## config.mk

```make
export PLATFORM = sky130hd
export DESIGN_NAME = epu_loader_flat
export DESIGN_NICKNAME = d
export VERILOG_FILES = /design/src/rtl/epu_loader_if.sv /design/src/rtl/epu_loader.sv /design/src/flat_wrapper.sv
export SDC_FILE = /design/constraint.sdc
export NUM_CORES = 1
export LEC_CHECK = 0
export BUFFER_PORTS_ARGS = -buffer_cell sky130_fd_sc_hd__buf_2
export CORE_AREA = 10 10 408 410
export DETAILED_ROUTE_END_ITERATION = 12
export DIE_AREA = 0 0 418 420
export PLACE_DENSITY = 0.41
export SETUP_SLACK_MARGIN = 0.5
export SYNTH_ARGS = -nofsm -noshare
export SYNTH_HDL_FRONTEND = slang
export SYNTH_SLANG_ARGS = --single-unit
export TNS_END_PERCENT = 100
```

## constraint.sdc

```tcl
create_clock -name axiclk -period 3.22 [get_ports axiclk]
set_clock_uncertainty 0.05 [all_clocks]
set_input_delay 0.966 -clock axiclk [delete_from_list [all_inputs] [get_ports axiclk]]
set_output_delay 0.966 -clock axiclk [all_outputs]
set_load 0.05 [all_outputs]
```

## src/rtl/epu_loader_if.sv

```systemverilog
// Host register port and verification-unit handshake of epu_loader, bundled.
// The master modport is the side that drives writes, start, ready and result.
interface epu_loader_if;
    logic         wr_en;
    logic [4:0]   wr_addr;
    logic [31:0]  wr_data;
    logic         cmd_start;
    logic         busy;
    logic         done;
    logic         pass;
    logic         timeout;
    logic         wr_err;
    logic [511:0] sig;
    logic [255:0] key;
    logic [255:0] rhash;
    logic         valid;
    logic         ready;
    logic         result;

    modport master (
        output wr_en, wr_addr, wr_data, cmd_start, ready, result,
        input  busy, done, pass, timeout, wr_err, sig, key, rhash, valid
    );

    modport slave (
        input  wr_en, wr_addr, wr_data, cmd_start, ready, result,
        output busy, done, pass, timeout, wr_err, sig, key, rhash, valid
    );
endinterface

```

## src/rtl/epu_loader.sv

```systemverilog
// Loads signature/key/hash operands and runs one job on the verification unit.
// Optional job timeout is compiled in with EPU_LOADER_TIMEOUT_EN.
module epu_loader #(
    parameter logic [23:0] TIMEOUT_CYCLES = 24'd10_000_000
) (
    input  logic         axiclk,
    input  logic         resetn,
    epu_loader_if.slave  bus
);

    // state   | meaning
    // IDLE    | operands writable, waiting for cmd_start
    // ARM     | waiting for the unit to report ready
    // ISSUE   | valid high for this cycle only
    // ACK     | waiting for the unit to drop ready
    // WAIT    | waiting for ready to return with a result
    // DONE    | done pulse, back to IDLE
    typedef enum logic [2:0] {
        S_IDLE, S_ARM, S_ISSUE, S_ACK, S_WAIT, S_DONE
    } state_t;

    state_t state;

    always_ff @(posedge axiclk or negedge resetn) begin
        if (!resetn) begin
            bus.sig   <= '0;
            bus.key   <= '0;
            bus.rhash <= '0;
        end else if (bus.wr_en && state == S_IDLE) begin
            if (!bus.wr_addr[4])
                bus.sig[{bus.wr_addr[3:0], 5'd0} +: 32] <= bus.wr_data;
            else if (!bus.wr_addr[3])
                bus.key[{bus.wr_addr[2:0], 5'd0} +: 32] <= bus.wr_data;
            else
                bus.rhash[{bus.wr_addr[2:0], 5'd0} +: 32] <= bus.wr_data;
        end
    end

`ifdef EPU_LOADER_TIMEOUT_EN
    logic [23:0] tmo_cnt;
    logic [23:0] tmo_next;
    logic        tmo_hit;

    assign tmo_hit  = (tmo_cnt == TIMEOUT_CYCLES - 24'd1);
    assign tmo_next = (tmo_cnt == '1) ? tmo_cnt : tmo_cnt + 24'd1;
`else
    logic unused_tmo_cfg;

    assign unused_tmo_cfg = ^TIMEOUT_CYCLES;
    assign bus.timeout    = 1'b0;
`endif

    always_ff @(posedge axiclk or negedge resetn) begin
        if (!resetn) begin
            state      <= S_IDLE;
            bus.busy   <= 1'b0;
            bus.done   <= 1'b0;
            bus.pass   <= 1'b0;
            bus.wr_err <= 1'b0;
            bus.valid  <= 1'b0;
`ifdef EPU_LOADER_TIMEOUT_EN
            bus.timeout <= 1'b0;
            tmo_cnt     <= '0;
`endif
        end else begin
            bus.done  <= 1'b0;
            bus.valid <= 1'b0;
            if (bus.wr_en && bus.busy)
                bus.wr_err <= 1'b1;

            case (state)
                S_IDLE: begin
                    if (bus.cmd_start) begin
                        bus.busy   <= 1'b1;
                        bus.pass   <= 1'b0;
                        bus.wr_err <= 1'b0;
`ifdef EPU_LOADER_TIMEOUT_EN
                        bus.timeout <= 1'b0;
`endif
                        state <= S_ARM;
                    end
                end
                S_ARM: begin
                    if (bus.ready) begin
                        bus.valid <= 1'b1;
                        state     <= S_ISSUE;
                    end
                end
                S_ISSUE: begin
`ifdef EPU_LOADER_TIMEOUT_EN
                    tmo_cnt <= '0;
`endif
                    state <= S_ACK;
                end
                S_ACK: begin
`ifdef EPU_LOADER_TIMEOUT_EN
                    if (tmo_hit) begin
                        bus.timeout <= 1'b1;
                        bus.pass    <= 1'b0;
                        bus.busy    <= 1'b0;
                        bus.done    <= 1'b1;
                        state       <= S_DONE;
                    end else begin
                        tmo_cnt <= tmo_next;
                        if (!bus.ready)
                            state <= S_WAIT;
                    end
`else
                    if (!bus.ready)
                        state <= S_WAIT;
`endif
                end
                S_WAIT: begin
                    // A completion seen on the last allowed cycle beats the timeout.
                    if (bus.ready) begin
                        bus.pass <= bus.result;
                        bus.busy <= 1'b0;
                        bus.done <= 1'b1;
                        state    <= S_DONE;
                    end
`ifdef EPU_LOADER_TIMEOUT_EN
                    else if (tmo_hit) begin
                        bus.timeout <= 1'b1;
                        bus.pass    <= 1'b0;
                        bus.busy    <= 1'b0;
                        bus.done    <= 1'b1;
                        state       <= S_DONE;
                    end else begin
                        tmo_cnt <= tmo_next;
                    end
`endif
                end
                S_DONE: begin
                    state <= S_IDLE;
                end
                default: begin
                    bus.busy <= 1'b0;
                    state    <= S_IDLE;
                end
            endcase
        end
    end

endmodule

```

## src/flat_wrapper.sv

```systemverilog
// flat-port wrapper written by rule: the top's interface ports become plain ports
module epu_loader_flat 
#(
    parameter logic [23:0] TIMEOUT_CYCLES = 24'd10_000_000
)
  (axiclk, resetn, bus_wr_en, bus_wr_addr, bus_wr_data, bus_cmd_start, bus_ready, bus_result, bus_busy, bus_done, bus_pass, bus_timeout, bus_wr_err, bus_sig, bus_key, bus_rhash, bus_valid);
  epu_loader_if bus_i ();
  input  logic axiclk;
  input  logic resetn;
  input wire logic [$bits(bus_i.wr_en)-1:0] bus_wr_en;
  input wire logic [$bits(bus_i.wr_addr)-1:0] bus_wr_addr;
  input wire logic [$bits(bus_i.wr_data)-1:0] bus_wr_data;
  input wire logic [$bits(bus_i.cmd_start)-1:0] bus_cmd_start;
  input wire logic [$bits(bus_i.ready)-1:0] bus_ready;
  input wire logic [$bits(bus_i.result)-1:0] bus_result;
  output wire logic [$bits(bus_i.busy)-1:0] bus_busy;
  output wire logic [$bits(bus_i.done)-1:0] bus_done;
  output wire logic [$bits(bus_i.pass)-1:0] bus_pass;
  output wire logic [$bits(bus_i.timeout)-1:0] bus_timeout;
  output wire logic [$bits(bus_i.wr_err)-1:0] bus_wr_err;
  output wire logic [$bits(bus_i.sig)-1:0] bus_sig;
  output wire logic [$bits(bus_i.key)-1:0] bus_key;
  output wire logic [$bits(bus_i.rhash)-1:0] bus_rhash;
  output wire logic [$bits(bus_i.valid)-1:0] bus_valid;
  assign bus_i.wr_en = bus_wr_en;
  assign bus_i.wr_addr = bus_wr_addr;
  assign bus_i.wr_data = bus_wr_data;
  assign bus_i.cmd_start = bus_cmd_start;
  assign bus_i.ready = bus_ready;
  assign bus_i.result = bus_result;
  assign bus_busy = bus_i.busy;
  assign bus_done = bus_i.done;
  assign bus_pass = bus_i.pass;
  assign bus_timeout = bus_i.timeout;
  assign bus_wr_err = bus_i.wr_err;
  assign bus_sig = bus_i.sig;
  assign bus_key = bus_i.key;
  assign bus_rhash = bus_i.rhash;
  assign bus_valid = bus_i.valid;
  epu_loader #(.TIMEOUT_CYCLES(TIMEOUT_CYCLES)) u_core (.axiclk(axiclk), .resetn(resetn), .bus(bus_i));
endmodule
```

# --- Yosys cells after proc, flatten, opt, wreduce, memory -nomap -nowiden ---
# Index checks and enable logic that the tools add are counted.
totals:
  register_bits: 1032
  inputBits: 43
classes:
  shifts: 4
  n_bitwise: 3
  n_eq_ne: 9
  add_sub_neg: 2
  n_reduce_logical: 11
  n_mux: 20
ops:
  columns: ["op", "count"]
  rows:
  - ["256-bit bitwise mux", 2]
  - ["512-bit bitwise mux", 1]
  - ["32-bit by 11-bit variable shift with 512-bit output (first input constant)", 1]
  - ["32-bit by 11-bit variable part select with 512-bit output", 1]
  - ["32-bit by 10-bit variable shift with 256-bit output (first input constant)", 1]
  - ["32-bit by 10-bit variable part select with 256-bit output", 1]
  - ["3-bit case mux with 5 select lines", 1]
  - ["3-bit 2-to-1 mux", 4]
  - ["3-bit AND reduction", 4]
  - ["9-bit negation with 11-bit output", 1]
  - ["1-bit 2-to-1 mux", 10]
  - ["8-bit negation with 10-bit output", 1]
  - ["2-bit inequality test (second input constant)", 4]
  - ["3-bit by 2-bit == test with 1-bit output (second input constant)", 2]
  - ["3-bit == test (second input constant)", 2]
  - ["4-bit AND reduction", 1]
  - ["4-bit OR reduction", 1]
  - ["3-bit by 1-bit == test with 1-bit output (second input constant)", 1]
  - ["3-bit logical NOT", 1]
  - ["1-bit inverter", 3]
  - ["1-bit case mux with 3 select lines", 1]
  - ["1-bit logical AND", 2]
  - ["1-bit case mux with 2 select lines", 1]
  - ["2-bit AND reduction", 1]
  - ["2-bit nonzero test", 1]

# --- Depth between registers and ports, before layout ---
# Gate-level depths: netlist of run 1.
logic_depth:
  word_depth: 4
  ltp_mapped: 13
  depth_no_buf: 7

# --- Worst setup path after synthesis of run 1 ---
# No wires, ideal clock.
synth_path:
  kind: "input to register"
  from: "input port bus_wr_addr[0]"
  to: "register u_core.bus.key[130]"
  arrival_time_ns: 4.092
  setup_slack_ns: -1.046
  n_path_buf: 6
  path_stages: 13
  cell_sequence: "clkbuf_1 clkbuf_1 clkbuf_1 clkbuf_1 inv_1 ha_1 ha_1 buf_1 nor4b_1 o21ai_0 nor2_1 clkbuf_1 mux2_2"
synth_via:
  elab_chain_cells: 3
synth_rtl:
  columns: ["element", "line", "text"]
  rows:
  - ["start, declared", "flat_wrapper.sv:11", "input wire logic [$bits(bus_i.wr_addr)-1:0] bus_wr_addr;"]
  - ["8-bit negation with 10-bit output *", "epu_loader.sv:33", "bus.key[{bus.wr_addr[2:0], 5'd0} +: 32] <= bus.wr_data;"]
  - ["32-bit by 10-bit variable part select with 256-bit output or 32-bit by 10-bit variable shift with 256-bit output (tied branches)", "epu_loader.sv:33", null]
  - ["256-bit bitwise mux *", "epu_loader.sv:33", null]
  - ["end signal, assigned by index", "epu_loader.sv:33", null]
  - ["end, declared", "epu_loader_if.sv:27", "output busy, done, pass, timeout, wr_err, sig, key, rhash, valid"]
# Mark *: on every way between the ends. The rest lies on a longest branch, timed or not.
# A chain may end at the register's enable or synchronous reset.

# --- Final worst setup path of run 1 ---
layout_path:
  from: "register u_core.state[1]"
  to: "register u_core.bus.key[87]"
layout_via:
  elab_chain_cells: 3
layout_rtl:
  columns: ["element", "line", "text"]
  rows:
  - ["start, declared", "epu_loader.sv:22", "state_t state;"]
  - ["start signal, assigned", "epu_loader.sv:55", "state <= S_IDLE;"]
  - ["start signal, assigned", "epu_loader.sv:80", "state <= S_ARM;"]
  - ["start signal, assigned", "epu_loader.sv:86", "state <= S_ISSUE;"]
  - ["3-bit logical NOT", "epu_loader.sv:29", "end else if (bus.wr_en && state == S_IDLE) begin"]
  - ["1-bit logical AND", "epu_loader.sv:29", null]
  - ["3-bit AND reduction (no source line)", null, null]
# No other way between the ends.

==> run metrics, run 1 <==
clk sinks=between 1000 and 1500; Initial Utilization=about a quarter; nature of the critical path endpoint=register; Synth cell types=44; DR WL met3=12100 um; wire length per cell=about 31 um; unrepaired setup endpoints after global routing=true; via count=between 20000 and 30000; slowest stage cell, crit path=or3_4; worst vdd ir=490 uV; Slew HR=46.5%; Worst-Margin Slew=roughly 0.80 ns; clk root buf=clkbuf_16; buffer and inverter count on the worst path=3; post-synthesis sequential area ratio=65.2%; Top Ports=~1100; Synth Cell Area=approximately 40000 sq um; vias in the first global route=between 20000 and 30000; Setup crit start kind=register; clk_lat worst skew=0.73 ns; Total GRT Usage=about a fifth; Area growth syn-to-layout=37.3%; PwrDens=789 nW/um^2; Hold WC Path Type=in -> async; Die ar.=176000 sq um; clock slew seen by the registers of the worst setup and hold paths=0.06 ns; Post-Place Cell Area=between 40000 and 50000 sq um; most frequent cell on the critical path=buf_4; worst path cell trace=nor4b_4 -> buf_4 -> nand3b_1 -> buf_4 -> or3_4 -> buf_12 -> mux2_2; cts hold-fix bufs=0; Num CTS Buffers=between 100 and 150; WP data arrival=about 3.2 ns; first-pass GRT wire length=~250000 um; overall power=approximately 0.043 W; fin area=54400 sq um; pin count of the biggest net entering global routing=66; Core Region=~160000 sq um; leakage=about 30 nW; Top Metal Used=met4; fmax=around 0.38 GHz; status=completed; DRC=0; Critical Path RT=between 3 and 4 ns; Synth Register Bits=1032; asr flop ratio synth=between 90% and 100%; site row count=about 150; antenna viol nets, final=0; Final setup viols=0; Post-Route Setup TNS=0 ns; CTS tree=yes; Nets=just under 4000; Post-Synthesis Cells=~2700; final wirelength=183000 um; wl on met1=74500 um; critical path class=reg -> reg; via density per instance=roughly 4.5; Most used DFF post-synth=dfrtp_1; Placer Congestion=slightly below 0.8; share of post-route cells with drive strength above 1=between 50% and 60%; Post-Syn Nets=~2700; Detailed Routing Iterations Pass 1=4; Die Wd=approximately 420 um; final worst path period share=between 80% and 90%; CP peak stage delay=roughly 0.50 ns; Crit Path Max Fanout=8; Mapped Avg Cell Area=approximately 15 sq um; max_cap viols=0; Final Hold Viols=0; Final Critical Period=roughly 2.6 ns; EDFF count, synth=0; metal2 WL=about 90000 um; Top Family by Delay on Critical Path=simple AND/OR/NAND/NOR gates; # port buffers=~1100; antenna violations before repair=19; DR iter-0 viols=about 1500; Vert. Die Dim=420 um; total congestion overflow=0; Max Buffers Root-to-Sink=3; DP Wirelength=roughly 130000 um; count of pins over their slew limit=0; htree depth=3; Synth Warn #=0
flip-flops by register name (all words and copies together), names as in the netlist:
signal             cells
u_core.bus.done        1
u_core.bus.busy        1
u_core.bus.key       256
u_core.bus.rhash     256
u_core.bus.wr_err      1
u_core.bus.valid       1
u_core.state           3
u_core.bus.sig       512
u_core.bus.pass        1
path summary, 6_finish.rpt:
path,startpoint,to,slack (ns),cells after the start
min,resetn,u_core.bus.sig[184]$_DFFE_PN0P_,0.13,1
max reg2reg,u_core.state[1]$_DFFE_PN0P_,u_core.bus.key[87]$_DFFE_PN0P_,0.57,7
max in group asynchronous,resetn,u_core.bus.sig[8]$_DFFE_PN0P_,1.89,3
min reg2reg,u_core.bus.key[112]$_DFFE_PN0P_,u_core.bus.key[112]$_DFFE_PN0P_,0.42,2
min in group axiclk,u_core.bus.key[112]$_DFFE_PN0P_,u_core.bus.key[112]$_DFFE_PN0P_,0.42,2
max,u_core.state[1]$_DFFE_PN0P_,u_core.bus.key[87]$_DFFE_PN0P_,0.57,7
layout make-up:
cell class / count / area, sq um
antenna: 11 / 27.5
clock buffer: 175 / 3460
clock inverter: 52 / 747
fill: 15700 / 103000
inverter: 6 / 25.0
multi-input combinational: 1385 / 14200
sequential: 1032 / 25800
tap: 2072 / 2590
timing repair buffer: 1250 / 7530
metrics by stage:
step	cells	setup WS, ns	util, %	hold slack, ns
finish	5983	0.572	34.5	0.135
global route	5976	0.492	34.5	0.109
CTS	5967	0.444	34.4	0.0764
detailed placement	5734	-0.225	31.7	0.410
global placement	5734	-0.246	31.7	0.407
floorplan	2675	-0.187	-	0.620
cells in the final DEF, fill, tap and decap left out, types with 6 or more instances in the layout:
master / Yosys / routed
bufinv_16: 0 / 13
dfrtp_1: 1032 / 1030
buf_12: 0 / 56
buf_2: 24 / 1069
mux2_4: 0 / 336
nor2_1: 40 / 35
mux2_2: 646 / 476
o21ai_0: 66 / 65
and2_1: 28 / 28
clkinv_2: 0 / 25
and3_1: 47 / 39
clkbuf_16: 0 / 120
clkbuf_8: 0 / 27
nand3_2: 0 / 8
clkbuf_1: 181 / 29
buf_4: 25 / 116
o31ai_1: 56 / 56
nand2_1: 181 / 181
diode_2: 0 / 11
mux2_1: 258 / 92
a21oi_1: 6 / 6
report_power, final:
group          total (W)  internal (W)  switching (W)
sequential        0.0158        0.0148        0.00104
combinational     0.0127       0.00307        0.00959
clock             0.0144       0.00852        0.00592
per-layer routing:
metal,global-route usage (%),vias to the layer above
met5,0,-
met4,7.90,0
met3,5.47,258
li1,-,11500
met1,24.5,14100
met2,33.8,849
synthesized netlist by cell type, types with 2 or more instances:
master,n,share of area [%]
a211oi_1,2,0.038
a21oi_1,6,0.076
and2_1,28,0.44
and3_1,47,0.74
buf_1,21,0.20
buf_2,24,0.30
buf_4,25,0.47
clkbuf_1,181,1.7
dfrtp_1,1032,65
ha_1,4,0.13
inv_1,6,0.057
mux2_1,258,7.3
mux2_2,646,18
nand2_1,181,1.7
nand2b_1,3,0.047
nand3_1,9,0.11
nand4_1,3,0.047
nand4b_1,2,0.044
nor2_1,40,0.38
nor2b_1,2,0.032
nor3_1,6,0.076
nor3b_1,2,0.038
nor4b_1,2,0.044
nor4b_4,2,0.12
o21ai_0,66,0.83
o31ai_1,56,1.1
o41ai_1,2,0.044
or4_1,3,0.057
cell families (layout without fill, tap and decap cells):
logic type                 after synthesis  count (layout)  share of synthesized area, %
and+or+nand+nor                        338             338                          4.08
other                                    1              12                       0.00946
AOI/OAI and AO/OA                      135             135                          2.11
xor gates and xnor gates                 2               2                        0.0442
muxes                                  905             905                          25.7
adders and majority gates                4               4                         0.126
buffers and inverters                  258            1483                          2.76
DFF                                   1032            1032                          65.2
what timing repair did:
action,CTS,global route
pin swaps,3,3
endpoints found under the setup margin,134,180
gates cloned,4,1
resized for setup,11,3
buffers inserted,2,4
Power figures use the tool's default switching activity.
==> run 2, diff against run 1 <==
--- a/config.mk
+++ b/config.mk
@@ -9,7 +9,7 @@
 export CORE_AREA = 10 10 408 410
 export DETAILED_ROUTE_END_ITERATION = 12
 export DIE_AREA = 0 0 418 420
-export PLACE_DENSITY = 0.41
+export PLACE_DENSITY = 0.43
 export SETUP_SLACK_MARGIN = 0.5
 export SYNTH_ARGS = -nofsm -noshare
 export SYNTH_HDL_FRONTEND = slang
==> constraint.sdc (replaced) <==
create_clock -name axiclk -period 2.25 [get_ports axiclk]
set_clock_uncertainty 0.05 [all_clocks]
set_input_delay 0.675 -clock axiclk [delete_from_list [all_inputs] [get_ports axiclk]]
set_output_delay 0.675 -clock axiclk [all_outputs]
set_load 0.05 [all_outputs]
==> run 2 against run 1 <==
- the flow now finishes with violations (setup timing)
- wire length is 7.7% higher
- worst hold slack improved by 0.026 ns
- worst setup slack lost 0.84 ns
- sequential power increased by 44%
- clock power up 46%
- first-iteration DRC count up 9.3%
- non-clock buffer count up 215
- via count is 4.1% higher
- critical path depth rose by 1
- critical endpoint is now u_core.bus.rhash[172]$_DFFE_PN0P_
==> run metrics, run 2 (synthesis gave the netlist of run 1 again) <==
clock slew seen by the registers of the worst setup and hold paths=0.06 ns; Vert. Die Dim=~420 um; leakage=between 30 and 40 nW; site row count=146; Top Ports=1073; Area growth syn-to-layout=48.7%; switching share of total power=38.2%; Crit Path Max Fanout=8; leading registers by flop count=u_core.bus.sig: 512 flops, u_core.bus.key: 256 flops, u_core.bus.rhash: 256 flops; clk_lat worst skew=around 0.71 ns; htree depth=3; Hold WC Path Type=in -> reg; failing checks=setup timing; Setup crit start=u_core.state[0]$_DFFE_PN0P_; first-pass GRT wire length=around 260000 um; most flop-heavy register=u_core.bus.sig; final worst path period share=112%; Clk pwr share=about a third; Setup WS post-layout=-0.270 ns; via density per instance=approximately 4.5; Slew HR=between 50% and 60%; Die Wd=418 um; pin count of the biggest net entering global routing=73; Seq pwr share=around 36%; antenna violations before repair=15; hold_sp=bus_cmd_start; fmax=0.397 GHz; Nets=around 4100; CTS tree=yes; Placer Congestion=about 0.8; # port buffers=~1100; final wirelength=between 150000 and 200000 um; P_int=between 0.03 and 0.04 W; Post-Route Setup TNS=-108.44 ns; nature of the critical path endpoint=register; Die ar.=about 180000 sq um; DP Wirelength=~130000 um; clk sinks=around 1000; max FFs per register=between 500 and 600; Final Hold Viols=0; max_cap viols=0; Num CTS Buffers=approximately 120; DR iter-0 viols=between 1500 and 2000; wire length per cell=roughly 32 um; worst vdd ir=712 uV; Final setup viols=between 800 and 900; Max Buffers Root-to-Sink=3; Comb power frac=around 30%; clk root buf=clkbuf_16; P_sw=0.0238 W; DRC=0; Core Region=approximately 160000 sq um; Detailed Routing Iterations Pass 1=5; via count=approximately 28000; Worst-Margin Slew=approximately 0.63 ns; Critical Path RT=approximately 2.8 ns; critical path class=reg -> reg; WP data arrival=~3 ns; share of post-route cells with drive strength above 1=a little over three fifths; unrepaired setup endpoints after global routing=true; commonest non-fill, non-tap cell in the layout=buf_2; Total GRT Usage=approximately 21%; reg-to-reg startpoint=u_core.state[0]$_DFFE_PN0P_; Setup crit start kind=register; Initial Utilization=between 20% and 30%; Final Util=37.3%; antenna viol nets, final=0; status=complete, but fails checks; count of pins over their slew limit=0; commonest cells after routing, fill and taps aside=buf_2 (1068), dfrtp_1 (1030), mux2_4 (479), mux2_2 (355), buf_4 (164); PwrDens=around 1100 nW/um^2; Final Critical Period=about 2.5 ns; vias in the first global route=29300; total congestion overflow=0
run 2: cell types whose count changed in the layout (fill, tap and decap cells not counted), moves of 25 or more:
cell | previous run | this run
buf_16 | 4 | 34
buf_6 | 3 | 32
mux2_2 | 476 | 355
buf_4 | 116 | 164
buf_12 | 56 | 129
mux2_4 | 336 | 479
clkbuf_16 | 120 | 145
run 2: path summary, 6_finish.rpt:
check,endpoint,slack [ns],depth (start not counted)
hold reg to reg,u_core.bus.rhash[105]$_DFFE_PN0P_,0.42,2
hold / removal,u_core.bus.wr_err$_DFF_PN0_,0.16,2
setup reg to reg,u_core.bus.rhash[172]$_DFFE_PN0P_,-0.27,8
setup / recovery,u_core.bus.rhash[172]$_DFFE_PN0P_,-0.27,8
min in group asynchronous,u_core.bus.key[128]$_DFFE_PN0P_,0.42,2
max in group asynchronous,u_core.bus.key[81]$_DFFE_PN0P_,0.85,4
run 2: power by group through the flow:
stage                     clock network [W]  registers (W)  logic [W]
after floorplan                           0         0.0318    0.00306
after global placement                    0         0.0228     0.0181
after detailed placement                  0         0.0229     0.0181
after CTS                            0.0215         0.0226     0.0186
after global routing                 0.0222         0.0230     0.0194
final                                0.0210         0.0227     0.0187
run 2: layout make-up:
| class | count | area (sq um) |
|---|---|---|
| multi-input combinational | 1385 | 14900 |
| clock buffer | 164 | 3380 |
| tap | 2072 | 2590 |
| clock inverter | 55 | 856 |
| antenna | 5 | 12.5 |
| sequential | 1032 | 25800 |
| fill | 15400 | 98900 |
| timing repair buffer | 1465 | 11300 |
| inverter | 6 | 25.0 |
run 2: metal layers:
metal	vias to the layer above	track usage (%)	share of wire, %
li1	12000	-	-
met1	14700	24.2	39
met2	829	37.0	52
met3	233	5.62	5.8
met4	0	5.97	3.0
met5	-	0	0
run 2: worst max-delay path, cell delays in order, from the launching register on:
cell	delay [ns]
dfrtp_1	0.39
buf_6	0.13
nor4b_4	0.34
buf_4	0.18
nand3_4	0.10
or4_4	0.57
buf_12	0.19
buf_16	0.15
mux2_4	0.29
run 2: through the flow:
| step | hold WS (ns) | worst slack, ns | area, sq um | total power (W) | std cells |
|---|---|---|---|---|---|
| floorplan | 0.329 | -0.866 | 41000 | 0.0348 | 2675 |
| global placement | 0.404 | -0.876 | 50800 | 0.0410 | 5842 |
| detailed placement | 0.407 | -0.857 | 50800 | 0.0410 | 5842 |
| CTS | 0.0848 | -0.264 | 56800 | 0.0627 | 6120 |
| global route | 0.129 | -0.326 | 58900 | 0.0646 | 6182 |
| finish | 0.161 | -0.270 | 58900 | 0.0624 | 6184 |
run 2: timing repair:
item | 4_1_cts | 5_1_grt
pin swaps | 5 | 20
setup buffers | 30 | 22
endpoints found under the hold margin | 10 | 0
hold buffers | 1 | 0
resized for setup | 187 | 294
setup endpoints to repair | 2053 | 2053
gates cloned | 28 | 37
